===== src/rtl/cmp_pkg.sv =====
// Shared definitions for the sequential cascade comparator.
//   NIBBLE_W            : width of one compare slice
//   cmp_res_t           : encoded less / equal / greater result
//   state_t             : control FSM states
//   normalise_cascade() : one-hot (possibly malformed) lt/eq/gt to cmp_res_t,
//                         priority eq > gt > lt, nothing asserted reads as EQ
package cmp_pkg;

    localparam int NIBBLE_W = 4;

    typedef enum logic [1:0] {
        CMP_LT = 2'd0,
        CMP_EQ = 2'd1,
        CMP_GT = 2'd2
    } cmp_res_t;

    typedef enum logic [1:0] {
        IDLE = 2'd0,
        RUN  = 2'd1,
        DONE = 2'd2
    } state_t;

    function automatic cmp_res_t normalise_cascade(input logic lt_in,
                                                   input logic eq_in,
                                                   input logic gt_in);
        if (eq_in) begin
            return CMP_EQ;
        end else if (gt_in) begin
            return CMP_GT;
        end else if (lt_in) begin
            return CMP_LT;
        end
        return CMP_EQ;
    endfunction

endpackage


===== src/rtl/cmp_nibble.sv =====
// Combinational 4-bit cascadable magnitude compare slice.
//   a, b                      : nibble operands, unsigned
//   lt_in, eq_in, gt_in       : result of the less-significant part
//   lt_out, eq_out, gt_out    : one-hot result; the local nibbles decide when
//                               they differ, otherwise the normalised cascade
//                               input passes through
module cmp_nibble
    import cmp_pkg::*;
(
    input  logic [NIBBLE_W-1:0] a,
    input  logic [NIBBLE_W-1:0] b,
    input  logic                lt_in,
    input  logic                eq_in,
    input  logic                gt_in,
    output logic                lt_out,
    output logic                eq_out,
    output logic                gt_out
);

    cmp_res_t pass_res;

    always_comb begin
        lt_out   = 1'b0;
        eq_out   = 1'b0;
        gt_out   = 1'b0;
        pass_res = normalise_cascade(lt_in, eq_in, gt_in);
        if (a > b) begin
            gt_out = 1'b1;
        end else if (a < b) begin
            lt_out = 1'b1;
        end else begin
            lt_out = (pass_res == CMP_LT);
            eq_out = (pass_res == CMP_EQ);
            gt_out = (pass_res == CMP_GT);
        end
    end

endmodule


===== src/rtl/cmp_cascade_seq.sv =====
// Sequential multi-word magnitude comparator. Operands are walked MSB nibble
// first through one cmp_nibble slice; the running result lives in a register
// that also drives the slice's cascade inputs.
//   clk, rst            : clock, synchronous active-high reset
//   in_valid, in_ready  : operand handshake (a, b and cascade inputs)
//   a, b                : W-bit unsigned operands, W = 4*NIBBLES
//   lt_in, eq_in, gt_in : result from a less-significant chained block
//   out_valid, out_ready: result handshake
//   lt, eq, gt          : registered one-hot result, zero while out_valid=0
// Parameters:
//   NIBBLES    : operand width in nibbles (1..16)
//   EARLY_EXIT : 1 = finish on the first differing nibble
module cmp_cascade_seq
    import cmp_pkg::*;
#(
    parameter int NIBBLES    = 4,
    parameter bit EARLY_EXIT = 1'b1
) (
    input  logic                    clk,
    input  logic                    rst,
    input  logic                    in_valid,
    output logic                    in_ready,
    input  logic [4*NIBBLES-1:0]    a,
    input  logic [4*NIBBLES-1:0]    b,
    input  logic                    lt_in,
    input  logic                    eq_in,
    input  logic                    gt_in,
    output logic                    out_valid,
    input  logic                    out_ready,
    output logic                    lt,
    output logic                    eq,
    output logic                    gt
);

    localparam int W     = NIBBLE_W * NIBBLES;
    localparam int IDX_W = (NIBBLES > 1) ? $clog2(NIBBLES) : 1;
    localparam logic [IDX_W-1:0] IDX_INIT = IDX_W'(NIBBLES - 1);

    state_t             state_reg, state_next;
    logic [W-1:0]       a_reg, a_next;
    logic [W-1:0]       b_reg, b_next;
    cmp_res_t           casc_reg, casc_next;
    cmp_res_t           run_reg, run_next;
    logic [IDX_W-1:0]   idx_reg, idx_next;
    logic               out_valid_reg, out_valid_next;
    logic               lt_reg, lt_next;
    logic               eq_reg, eq_next;
    logic               gt_reg, gt_next;

    logic               accept;
    logic               finish;
    cmp_res_t           final_res;

    // Nibble views of the operand registers, selected by the index counter.
    logic [NIBBLE_W-1:0] a_nib [NIBBLES];
    logic [NIBBLE_W-1:0] b_nib [NIBBLES];

    generate
        for (genvar gi = 0; gi < NIBBLES; gi++) begin : g_nib
            assign a_nib[gi] = a_reg[gi*NIBBLE_W +: NIBBLE_W];
            assign b_nib[gi] = b_reg[gi*NIBBLE_W +: NIBBLE_W];
        end
    endgenerate

    // The running state feeds the cascade inputs: while it is EQ the slice
    // result is the plain nibble compare; once it has decided, equal nibbles
    // simply pass the decision through.
    logic     slice_lt, slice_eq, slice_gt;
    cmp_res_t slice_res;

    cmp_nibble u_slice (
        .a      (a_nib[idx_reg]),
        .b      (b_nib[idx_reg]),
        .lt_in  (run_reg == CMP_LT),
        .eq_in  (run_reg == CMP_EQ),
        .gt_in  (run_reg == CMP_GT),
        .lt_out (slice_lt),
        .eq_out (slice_eq),
        .gt_out (slice_gt)
    );

    assign slice_res = normalise_cascade(slice_lt, slice_eq, slice_gt);

    always_ff @(posedge clk) begin
        if (rst) begin
            state_reg     <= IDLE;
            a_reg         <= '0;
            b_reg         <= '0;
            casc_reg      <= CMP_EQ;
            run_reg       <= CMP_EQ;
            idx_reg       <= '0;
            out_valid_reg <= 1'b0;
            lt_reg        <= 1'b0;
            eq_reg        <= 1'b0;
            gt_reg        <= 1'b0;
        end else begin
            state_reg     <= state_next;
            a_reg         <= a_next;
            b_reg         <= b_next;
            casc_reg      <= casc_next;
            run_reg       <= run_next;
            idx_reg       <= idx_next;
            out_valid_reg <= out_valid_next;
            lt_reg        <= lt_next;
            eq_reg        <= eq_next;
            gt_reg        <= gt_next;
        end
    end

    always_comb begin
        state_next     = state_reg;
        a_next         = a_reg;
        b_next         = b_reg;
        casc_next      = casc_reg;
        run_next       = run_reg;
        idx_next       = idx_reg;
        out_valid_next = out_valid_reg;
        lt_next        = lt_reg;
        eq_next        = eq_reg;
        gt_next        = gt_reg;
        in_ready       = 1'b0;
        accept         = 1'b0;
        finish         = 1'b0;
        final_res      = CMP_EQ;

        case (state_reg)
            IDLE: begin
                in_ready = 1'b1;
                accept   = in_valid;
            end
            RUN: begin
                // Only the first difference may change the running state.
                run_next  = (run_reg == CMP_EQ) ? slice_res : run_reg;
                finish    = (idx_reg == '0) ||
                            (EARLY_EXIT && (run_next != CMP_EQ));
                final_res = (run_next == CMP_EQ) ? casc_reg : run_next;
                if (finish) begin
                    state_next     = DONE;
                    out_valid_next = 1'b1;
                    lt_next        = (final_res == CMP_LT);
                    eq_next        = (final_res == CMP_EQ);
                    gt_next        = (final_res == CMP_GT);
                end else begin
                    idx_next = idx_reg - IDX_W'(1);
                end
            end
            DONE: begin
                in_ready = out_ready;
                if (out_ready) begin
                    state_next     = IDLE;
                    out_valid_next = 1'b0;
                    lt_next        = 1'b0;
                    eq_next        = 1'b0;
                    gt_next        = 1'b0;
                    accept         = in_valid;
                end
            end
            default: begin
                state_next = IDLE;
            end
        endcase

        // A new pair can arrive from IDLE or on the DONE handshake edge.
        if (accept) begin
            a_next     = a;
            b_next     = b;
            casc_next  = normalise_cascade(lt_in, eq_in, gt_in);
            run_next   = CMP_EQ;
            idx_next   = IDX_INIT;
            state_next = RUN;
        end
    end

    assign out_valid = out_valid_reg;
    assign lt        = lt_reg;
    assign eq        = eq_reg;
    assign gt        = gt_reg;

endmodule


===== config.mk =====
export PLATFORM = sky130hd
export DESIGN_NAME = cmp_cascade_seq
export DESIGN_NICKNAME = d
export VERILOG_FILES = /design/src/rtl/cmp_pkg.sv /design/src/rtl/cmp_nibble.sv /design/src/rtl/cmp_cascade_seq.sv
export SDC_FILE = /design/constraint.sdc
export NUM_CORES = 1
export LEC_CHECK = 0
export BUFFER_PORTS_ARGS = -buffer_cell sky130_fd_sc_hd__buf_2
export CAP_MARGIN = 20
export CORE_AREA = 5 5 69 71
export DETAILED_ROUTE_END_ITERATION = 8
export DIE_AREA = 0 0 74 76
export PLACE_DENSITY_LB_ADDON = 0.1
export SLEW_MARGIN = 5
export SYNTH_ARGS = -nofsm -noshare
export SYNTH_HDL_FRONTEND = slang
export SYNTH_HIERARCHICAL = 1
export SYNTH_SLANG_ARGS = --single-unit

===== constraint.sdc =====
create_clock -name clk -period 3.3 [get_ports clk]
set_clock_uncertainty 0.15 [all_clocks]
set_input_delay 0.33 -clock clk [delete_from_list [all_inputs] [get_ports clk]]
set_output_delay 0.33 -clock clk [all_outputs]
set_load 0.01 [all_outputs]

==> results.yml, run 1 <==
timing:
  tightest_slew_ns: 0.806
  hold_ws_ns: 0.120
  maxSlewHeadroom_pct: 46.3
  finalCritPeriodShare_pct: 95.7
  fin_crit_ns: 3.16
  drv_slew: 0
  rsz0062_at_grt: "false"
  setup_tns_ns: 0
  hold_violations: 0
  fmax_mhz: 317
  final-setup-viol-count: 0
clock_tree:
  cts_sinks: 44
  clk_pin_slew_worst_paths_ns: 0.08
  clk_latency_ns: 0.29
  htree_levels: 2
  postCtsSetupRepairBufs: 0
  ctsHoldBuffers: 0
  cts_root_buf: "clkbuf_8"
  cts_buffers: 5
  cts_tree: "built"
  clockBufferDepth: 2
  cts_resized: 0
cells_and_area:
  multi_input_area_sq_mm: 0.00107
  fill_cells: 410
  syn_to_final_growth_pct: 15.8
  final_cell_mix: "nand2_1, dfxtp_1, buf_2, a21oi_1"
  final_cells: 329
  drive_above_1_share_pct: 26.0
  nNetsFinal: 321
  diodes: 0
  layout_commonest_cell: "nand2_1"
  final-seq-area_sq_um: 881
synthesis:
  synth_compound_area_share_pct: 17.3
  yosysUniqueCellTypes: 42
  synth_seq_cells: 44
  synthArstFlopShare_pct: 0
  postSynthCellCount: 238
  synth_simple_gate_area_share_pct: 22.0
  synth_edf_count: 0
  yosysSeqAreaShare_pct: 43.1
  synth_fa_ha_area_share_pct: 3.06
  syn_area_per_cell_sq_um: 8.58
  syn_nets: 282
  synth_top_family_by_area: "simple AND/OR/NAND/NOR gates"
  syn_area_sq_mm: 0.00204
  synth_ff_type: "dfxtp_1"
  synthXorXnorAreaFrac_pct: 0.429
  yosys-mux-area-fraction_pct: 8.82
  ys_warn_count: 6
setup_path:
  crit_type: "reg -> reg"
  slowest_delay_ns: 0.52
  end_kind: "flop"
  worstPathArrival_ns: 3.23
  path_delay_family: "compound AO/OA/AOI/OAI gates"
  worst-path-buf-inv: 1
  worstPathMaxFanout: 9
  required_ns: 3.38
  start_kind: "flop"
  slowest_stage: "mux4_2"
  cp_cell_sequence: "buf_4 > mux4_2 > ha_1 > a21oi_1 > a2111oi_4 > o21bai_2 > a22o_2 > or4_1 > o2bb2ai_1"
placed_design:
  dp.cells: 322
  portBuffers: 43
  place_congestion: 0.817
  dp_hpwl_um: 3230
routing:
  first_pass_iters: 4
  wl_per_cell_um: 13.4
  ant_nets: 0
  via_per_inst: 5.26
  vias: 1731
  drc_errors: 0
  drt_iter0_drc: 79
  routed_wl_um: 4400
global_route:
  grt_pass1_vias: 1631
  grt_pass1_wl_um: 7210
  grt_max_degree: 46
  grt.total_usage_pct: 16.1
  antenna_found_initial: 0
  overflow: 0
pwr:
  p_seq_share_pct: 44.3
  peakVddDrop_mv: 0.333
  power_frac_clock_pct: 22.1
  finalPower_mw: 1.42
  comb_power_share_pct: 33.5
  switching_share_pct: 33.1
  p_leak_nw: 0.971
  power.internal_mw: 0.947
  power_density_mw_per_mm2: 598
  p_switching_mw: 0.468
die:
  fp.dieW_um: 74
  die_h_um: 76
  ioPinCount: 44
  die_area_sq_mm: 0.00562
  rows: 24
  core_area_sq_mm: 0.00417
  start_util_pct: 48.9
worst_hold_path:
  hold_path.class: "in -> reg"
job:
  cap_violations: 0
outcome:
  status: "complete, no violations"
[logic make-up (layout without fill, tap and decap cells)]
kind of cell,after synthesis,after routing
compound gates,57,57
xor+xnor,1,1
fa+ha+maj,5,5
buf+inv,24,63
flops,44,44
mux,8,8
simple gates,99,99
[synthesized netlist by cell type (2+ instances only)]
| master | number | area share, % |
|---|---|---|
| nand3b_1 | 2 | 0.74 |
| a31oi_1 | 2 | 0.61 |
| nor3_1 | 4 | 0.98 |
| nand2b_1 | 2 | 0.61 |
| mux4_2 | 8 | 8.8 |
| ha_1 | 5 | 3.1 |
| nand2_1 | 66 | 12 |
| nor4_1 | 2 | 0.61 |
| o211ai_2 | 2 | 1.2 |
| nor2b_1 | 5 | 1.5 |
| inv_1 | 8 | 1.5 |
| a21oi_1 | 41 | 10 |
| dfxtp_1 | 44 | 43 |
| clkbuf_1 | 7 | 1.3 |
| buf_2 | 6 | 1.5 |
| nor2_1 | 8 | 1.5 |
[tightest hold or removal path: stages]
cell and delay [ns]:
buf_2 0.09, nand2_1 0.04, a21oi_1 0.05
[area by class of cell]
type                       instances  share of cell area [%]
timing repair buffer              46                    10.1
clock buffer                       6                    3.07
inverter                          10                    1.59
sequential                        44                    37.2
clock inverter                     1                   0.212
multi-input combinational        170                    45.1
tap                               52                    2.75
[power groups by stage]
stage               sequential, mW  combinational (mW)  clock [mW]
finish                       0.628               0.474       0.313
global route                 0.635               0.528       0.345
CTS                          0.628               0.463       0.325
detailed placement           0.640               0.461           0
global placement             0.639               0.451           0
floorplan                    0.626               0.363           0
[layer usage]
layer | track usage, % | vias up | wire, um
li1 | - | 899 | -
met1 | 21.4 | 796 | 1990
met2 | 26.0 | 32 | 2170
met3 | 4.09 | 4 | 219
met4 | 3.80 | 0 | 29
met5 | 0 | - | 0
[through the flow]
step	worst slack, ns	cell area (sq um)	utilization, %
floorplan	0.325	2040	-
global placement	0.288	2270	54.5
detailed placement	0.201	2270	54.5
CTS	0.189	2350	56.4
global route	0.0175	2360	56.7
finish	0.142	2360	56.7
[path summary, 6_finish.rpt]
path	startpoint	to	slack [ns]	cells after the start
worst min register to register	a_reg[10]	a_reg[10]	0.30	2
worst max register to register	idx_reg[0]	gt	0.14	9
worst min-delay path	a[4]	a_reg[4]	0.12	3
worst max-delay path	idx_reg[0]	gt	0.14	9
Power figures use the tool's default switching activity.
==> inputs of run 2 (changes only) <==
--- a/config.mk
+++ b/config.mk
@@ -5,6 +5,7 @@
 export SDC_FILE = /design/constraint.sdc
 export NUM_CORES = 1
 export LEC_CHECK = 0
+export ABC_AREA = 1
 export BUFFER_PORTS_ARGS = -buffer_cell sky130_fd_sc_hd__buf_2
 export CAP_MARGIN = 20
 export CORE_AREA = 5 5 69 71
==> run 2 against run 1 <==
  * Setup slack better by 0.38 ns
  * Final cell count rose by 22%
  * Via count grew 14%
  * Cell area increased by 2.5%
  * Clock power increased by 15%
  * Sequential share of layout area shrank 0.90 points
  * Critical path type unchanged
  * Largest cell class unchanged
==> results.yml, run 2 <==
synthesis:
  syn_area_per_cell_sq_um: 6.77
  synthMostInstantiatedCell: "nand2_1"
  synthArstFlopShare_pct: 0
  synth_seq_cells: 44
  yosysTopAreaCell: "dfxtp_1"
  synth_edf_count: 0
  synth_ff_type: "dfxtp_1"
  yosysSeqAreaShare_pct: 41.5
  synth_common_cells: "nand2_1, dfxtp_1, a21oi_1"
  synth_top_area_share_pct: 41.5
  yosysUniqueCellTypes: 22
  postSynthCellCount: 314
  syn_area_sq_mm: 0.00212
  ys_warn_count: 6
  synthTopCellsByArea: "dfxtp_1, nand2_1, a21oi_1, nor2_1, inv_1"
  syn_nets: 358
worst_hold_path:
  hold_path.class: "in -> reg"
timing:
  finalCritPeriodShare_pct: 84.3
  rsz0062_at_grt: "false"
  hold_violations: 0
  tightest_slew_ns: 0.730
  final-setup-viol-count: 0
  drv_slew: 0
  maxSlewHeadroom_pct: 51.3
  fin_crit_ns: 2.78
  setup_tns_ns: 0
  fmax_mhz: 360
cells_and_area:
  postLayoutCoreUtil_pct: 58.1
  drive_above_1_share_pct: 17.9
  fill_cells: 414
  syn_to_final_growth_pct: 14.1
  final_cell_mix: "nand2_1, dfxtp_1, a21oi_1, buf_2, nor2_1"
  final_cells: 403
  layout_commonest_cell: "nand2_1"
  nNetsFinal: 394
  diodes: 0
setup_path:
  end_kind: "flop"
  start_kind: "flop"
  slowest_stage: "dfxtp_1"
  worstPathArrival_ns: 2.86
  path_delay_family: "compound AO/OA/AOI/OAI gates"
  required_ns: 3.38
  crit_type: "reg -> reg"
  worstPathMaxFanout: 17
  worst-path-buf-inv: 2
  cp_cell_sequence: "inv_1 > o21ai_0 > o22ai_1 > inv_1 > ha_1 > nand2_1 > nor2_2 > nand2_1 > a21oi_1 > nor2_1 > nand2_2 > nand3_2 > o21ai_0 > nand3_1 > a21oi_1"
  slowest_delay_ns: 0.32
die:
  die_h_um: 76
  fp.dieW_um: 74
  rows: 24
  start_util_pct: 50.9
  die_area_sq_mm: 0.00562
  ioPinCount: 44
  core_area_sq_mm: 0.00417
clock_tree:
  clockBufferDepth: 2
  clk_latency_ns: 0.30
  cts_tree: "built"
  ctsHoldBuffers: 0
  cts_root_buf: "clkbuf_8"
  clk_pin_slew_worst_paths_ns: 0.09
  cts_sinks: 44
  postCtsSetupRepairBufs: 0
  cts_buffers: 5
  cts_resized: 0
  htree_levels: 2
routing:
  vias: 1978
  drt_iter0_drc: 127
  first_pass_iters: 4
  drc_errors: 0
  wl_per_cell_um: 11.2
  ant_nets: 0
  routed_wl_um: 4500
  via_per_inst: 4.91
pwr:
  peakVddDrop_mv: 0.325
  power_density_mw_per_mm2: 671
  p_leak_nw: 1.12
global_route:
  grt_max_degree: 41
  overflow: 0
  antenna_found_initial: 0
  grt_pass1_vias: 1712
  grt_pass1_wl_um: 7390
  grt.total_usage_pct: 16.4
placed_design:
  dp.cells: 395
  place_congestion: 0.711
  dp_hpwl_um: 3190
  portBuffers: 43
outcome:
  status: "complete, no violations"
job:
  cap_violations: 0
run 2: changes by cell type in the layout (fill, tap and decap cells not counted), sizes merged, moves of 5 or more:
| cell | change |
|---|---|
| nor2 | +23 |
| mux4 | -8 |
| inv | +21 |
| o21ai | +19 |
| o22ai | +8 |
| nand2 | +37 |
| nand3 | +7 |
| nor3 | -5 |
| nor2b | -6 |
run 2: through the flow:
step                worst slack (ns)  hold WS, ns  total power [mW]  instance area [sq um]
floorplan                      0.710        0.290              1.16                   2120
global placement               0.567        0.303              1.27                   2330
detailed placement             0.553        0.309              1.28                   2330
CTS                            0.515        0.108              1.64                   2420
global route                   0.242        0.105              1.77                   2420
finish                         0.519        0.107              1.63                   2420
run 2: final cells by class:
cell class	count	area, sq um	area share [%]
Multi-Input combinational cell	224	1040	42.8
Sequential cell	44	881	36.3
Timing Repair Buffer	45	230	9.50
Inverter	30	113	4.65
Clock buffer	6	82.6	3.41
Tap cell	52	65.1	2.68
Clock inverter	2	15.0	0.620
run 2: logic make-up (layout without fill, tap and decap cells):
| group | Yosys count | count (layout) | synth area share (%) |
|---|---|---|---|
| AO/OA/AOI/OAI | 74 | 74 | 18.5 |
| adder cells (fa/ha/maj) | 5 | 5 | 2.94 |
| buffers and inverters | 46 | 83 | 9.72 |
| flip-flops | 44 | 44 | 41.5 |
| AND/OR/NAND/NOR | 145 | 145 | 27.4 |
run 2: metal layers:
metal	vias to the layer above	part of all wire, %	GRT usage [%]	routed length, um
met2	33	47	27.0	2130
met1	864	47	20.6	2120
met3	6	4.1	3.69	186
met5	-	0	0	0
li1	1075	-	-	-
met4	0	1.6	6.16	70
run 2: tightest hold or removal path, stage by stage:
cell and delay [ns]:
buf_2 0.09, nand2_1 0.05, a21oi_1 0.05
run 2: final timing paths:
path,end,start,slack [ns],cells after the start
setup / recovery,idx_reg[1],idx_reg[0],0.52,15
setup reg to reg,idx_reg[1],idx_reg[0],0.52,15
hold / removal,b_reg[9],b[9],0.11,3
hold reg to reg,a_reg[6],a_reg[6],0.32,2
run 2: power breakdown:
group          total [mW]  leakage, nW  internal [mW]  switching [mW]
registers           0.618        0.362          0.583          0.0354
logic               0.648        0.717          0.241           0.407
clock network       0.361       0.0434          0.170           0.191
==> inputs of run 3 (changes only) <==
==> constraint.sdc (replaced) <==
create_clock -name clk -period 2.8 [get_ports clk]
set_clock_uncertainty 0.15 [all_clocks]
set_input_delay 0.28 -clock clk [delete_from_list [all_inputs] [get_ports clk]]
set_output_delay 0.28 -clock clk [all_outputs]
set_load 0.01 [all_outputs]
==> run 3 against run 2 <==
  * First-iteration DRC count decreased by 28%
  * Clock power increased by 13%
  * Clock-buffer cell count decreased by 1
  * Register-to-register slack got worse by 0.36 ns
==> results.yml, run 3 (synthesis gave the netlist of run 2 again) <==
global_route:
  grt_pass1_vias: 1772
  grt_max_degree: 36
  grt_pass1_wl_um: 7450
  antenna_found_initial: 0
  overflow: 0
  grt.total_usage_pct: 16.4
clock_tree:
  htree_levels: 2
  clockBufferDepth: 2
  clk_pin_slew_worst_paths_ns: 0.09
  clk_latency_ns: 0.30
  cts_buffers: 5
  cts_tree: "built"
  cts_sinks: 44
  cts_root_buf: "clkbuf_8"
  ctsHoldBuffers: 0
timing:
  hold_ws_ns: 0.0662
  setup_slack_ns: 0.158
  hold_violations: 0
  setup_tns_ns: 0
  drv_slew: 0
  final-setup-viol-count: 0
  fin_crit_ns: 2.64
  rsz0062_at_grt: "true"
  maxSlewHeadroom_pct: 63.4
  fmax_mhz: 379
  tightest_slew_ns: 0.548
  finalCritPeriodShare_pct: 94.3
setup_path:
  rr_worst_depth: 18
  slowest_stage: "dfxtp_4"
  slowest_delay_ns: 0.44
  start_kind: "flop"
  crit_type: "reg -> reg"
  end_kind: "flop"
  rr_endpoint: "eq"
  ff2ff_setup_slack_ns: 0.16
  worstPathArrival_ns: 2.67
  worstPathMaxFanout: 9
  reg2reg_from: "idx_reg[0]"
  crit_top_cell: "nand2_1"
  required_ns: 2.83
  cp_cell_sequence: "buf_12 > o21ai_0 > o22ai_1 > inv_1 > ha_1 > nand2_1 > inv_1 > nand2_2 > a21oi_4 > nand2_2 > o21ai_4 > inv_2 > nand2_1 > nor2_1 > nand2_1 > nand2_1 > nand2_1 > nor2_1"
placed_design:
  dp_slack_ns: 0.0963
  dpl_cell_area_sq_mm: 0.00234
  dp_hpwl_um: 3240
  dp.cells: 397
  portBuffers: 43
  place_congestion: 0.759
die:
  start_util_pct: 50.9
  die_area_sq_mm: 0.00562
  die_h_um: 76
  fp.dieW_um: 74
  rows: 24
  core_area_sq_mm: 0.00417
  ioPinCount: 44
routing:
  drc_errors: 0
  first_pass_iters: 4
  ant_nets: 0
  wl_per_cell_um: 11.8
  drt_iter0_drc: 91
  routed_wl_um: 4870
  vias: 2043
  via_per_inst: 4.97
cells_and_area:
  fill_cells: 416
  drive_above_1_share_pct: 22.6
  final_cell_area_sq_mm: 0.00256
  nNetsFinal: 402
  final_cells: 411
  diodes: 0
  layout_commonest_cell: "nand2_1"
  syn_to_final_growth_pct: 20.7
  postLayoutCoreUtil_pct: 61.5
  final_cell_mix: "nand2_1, buf_2, dfxtp_1, a21oi_1, nor2_1"
pwr:
  finalPower_mw: 2.11
  power_density_mw_per_mm2: 824
  peakVddDrop_mv: 0.370
  p_leak_nw: 1.16
job:
  cap_violations: 0
worst_hold_path:
  hold_start: "a[7]"
  hold_path.class: "in -> reg"
  hold_path_depth: 3
  hold_path_end: "a_reg[7]"
outcome:
  status: "complete, no violations"
run 3: cell types whose count changed in the layout (fill, tap and decap cells not counted), sizes merged:
cell | previous run | this run
buf | 45 | 50
clkinv | 0 | 1
clkinvlp | 2 | 5
inv | 30 | 29
run 3: worst max-delay path: cells and delay by family (launching register included):
| kind | cells | cell delay (ns) |
|---|---|---|
| AOI/OAI and AO/OA | 4 | 0.69 |
| buffers and inverters | 4 | 0.37 |
| adders and majority gates | 1 | 0.27 |
| and+or+nand+nor | 9 | 0.59 |
| DFF | 1 | 0.44 |
run 3: cell type report:
class | count | area (sq um) | share of cell area [%]
Multi-Input combinational cell | 224 | 1080 | 42.3
Sequential cell | 44 | 886 | 34.5
Timing Repair Buffer | 51 | 305 | 11.9
Inverter | 30 | 116 | 4.54
Clock buffer | 5 | 68.8 | 2.68
Tap cell | 52 | 65.1 | 2.54
Clock inverter | 3 | 23.8 | 0.927
Timing Repair inverter | 2 | 15.0 | 0.585
run 3: worst max path at each step:
stage / to / cells past startpoint / slack [ns] / startpoint
floorplan: gt / 18 / 0.21 / idx_reg[0]
finish: eq / 18 / 0.16 / idx_reg[0]
global placement: eq / 19 / 0.16 / idx_reg[0]
global route: eq / 19 / -0.09 / idx_reg[0]
detailed placement: eq / 18 / 0.1 / idx_reg[0]
CTS: eq / 18 / 0.07 / idx_reg[0]
run 3: report_power, final:
part | switching (mW) | internal (mW) | leakage [nW]
Sequential | 0.0549 | 0.689 | 0.363
Clock | 0.232 | 0.177 | 0.0404
Combinational | 0.566 | 0.395 | 0.760
Total | 0.853 | 1.26 | 1.16
run 3: routing by layer:
metal	global-route usage, %	up-vias	share of wire, %
li1	-	1092	-
met2	26.2	41	50
met4	6.88	0	1.7
met5	0	-	0
met3	4.22	7	4.4
met1	20.6	903	44
run 3: what timing repair did:
item / CTS / global route
resized for setup: 0 / 24
buffers inserted: 0 / 3
endpoints found under the setup margin: 0 / 9
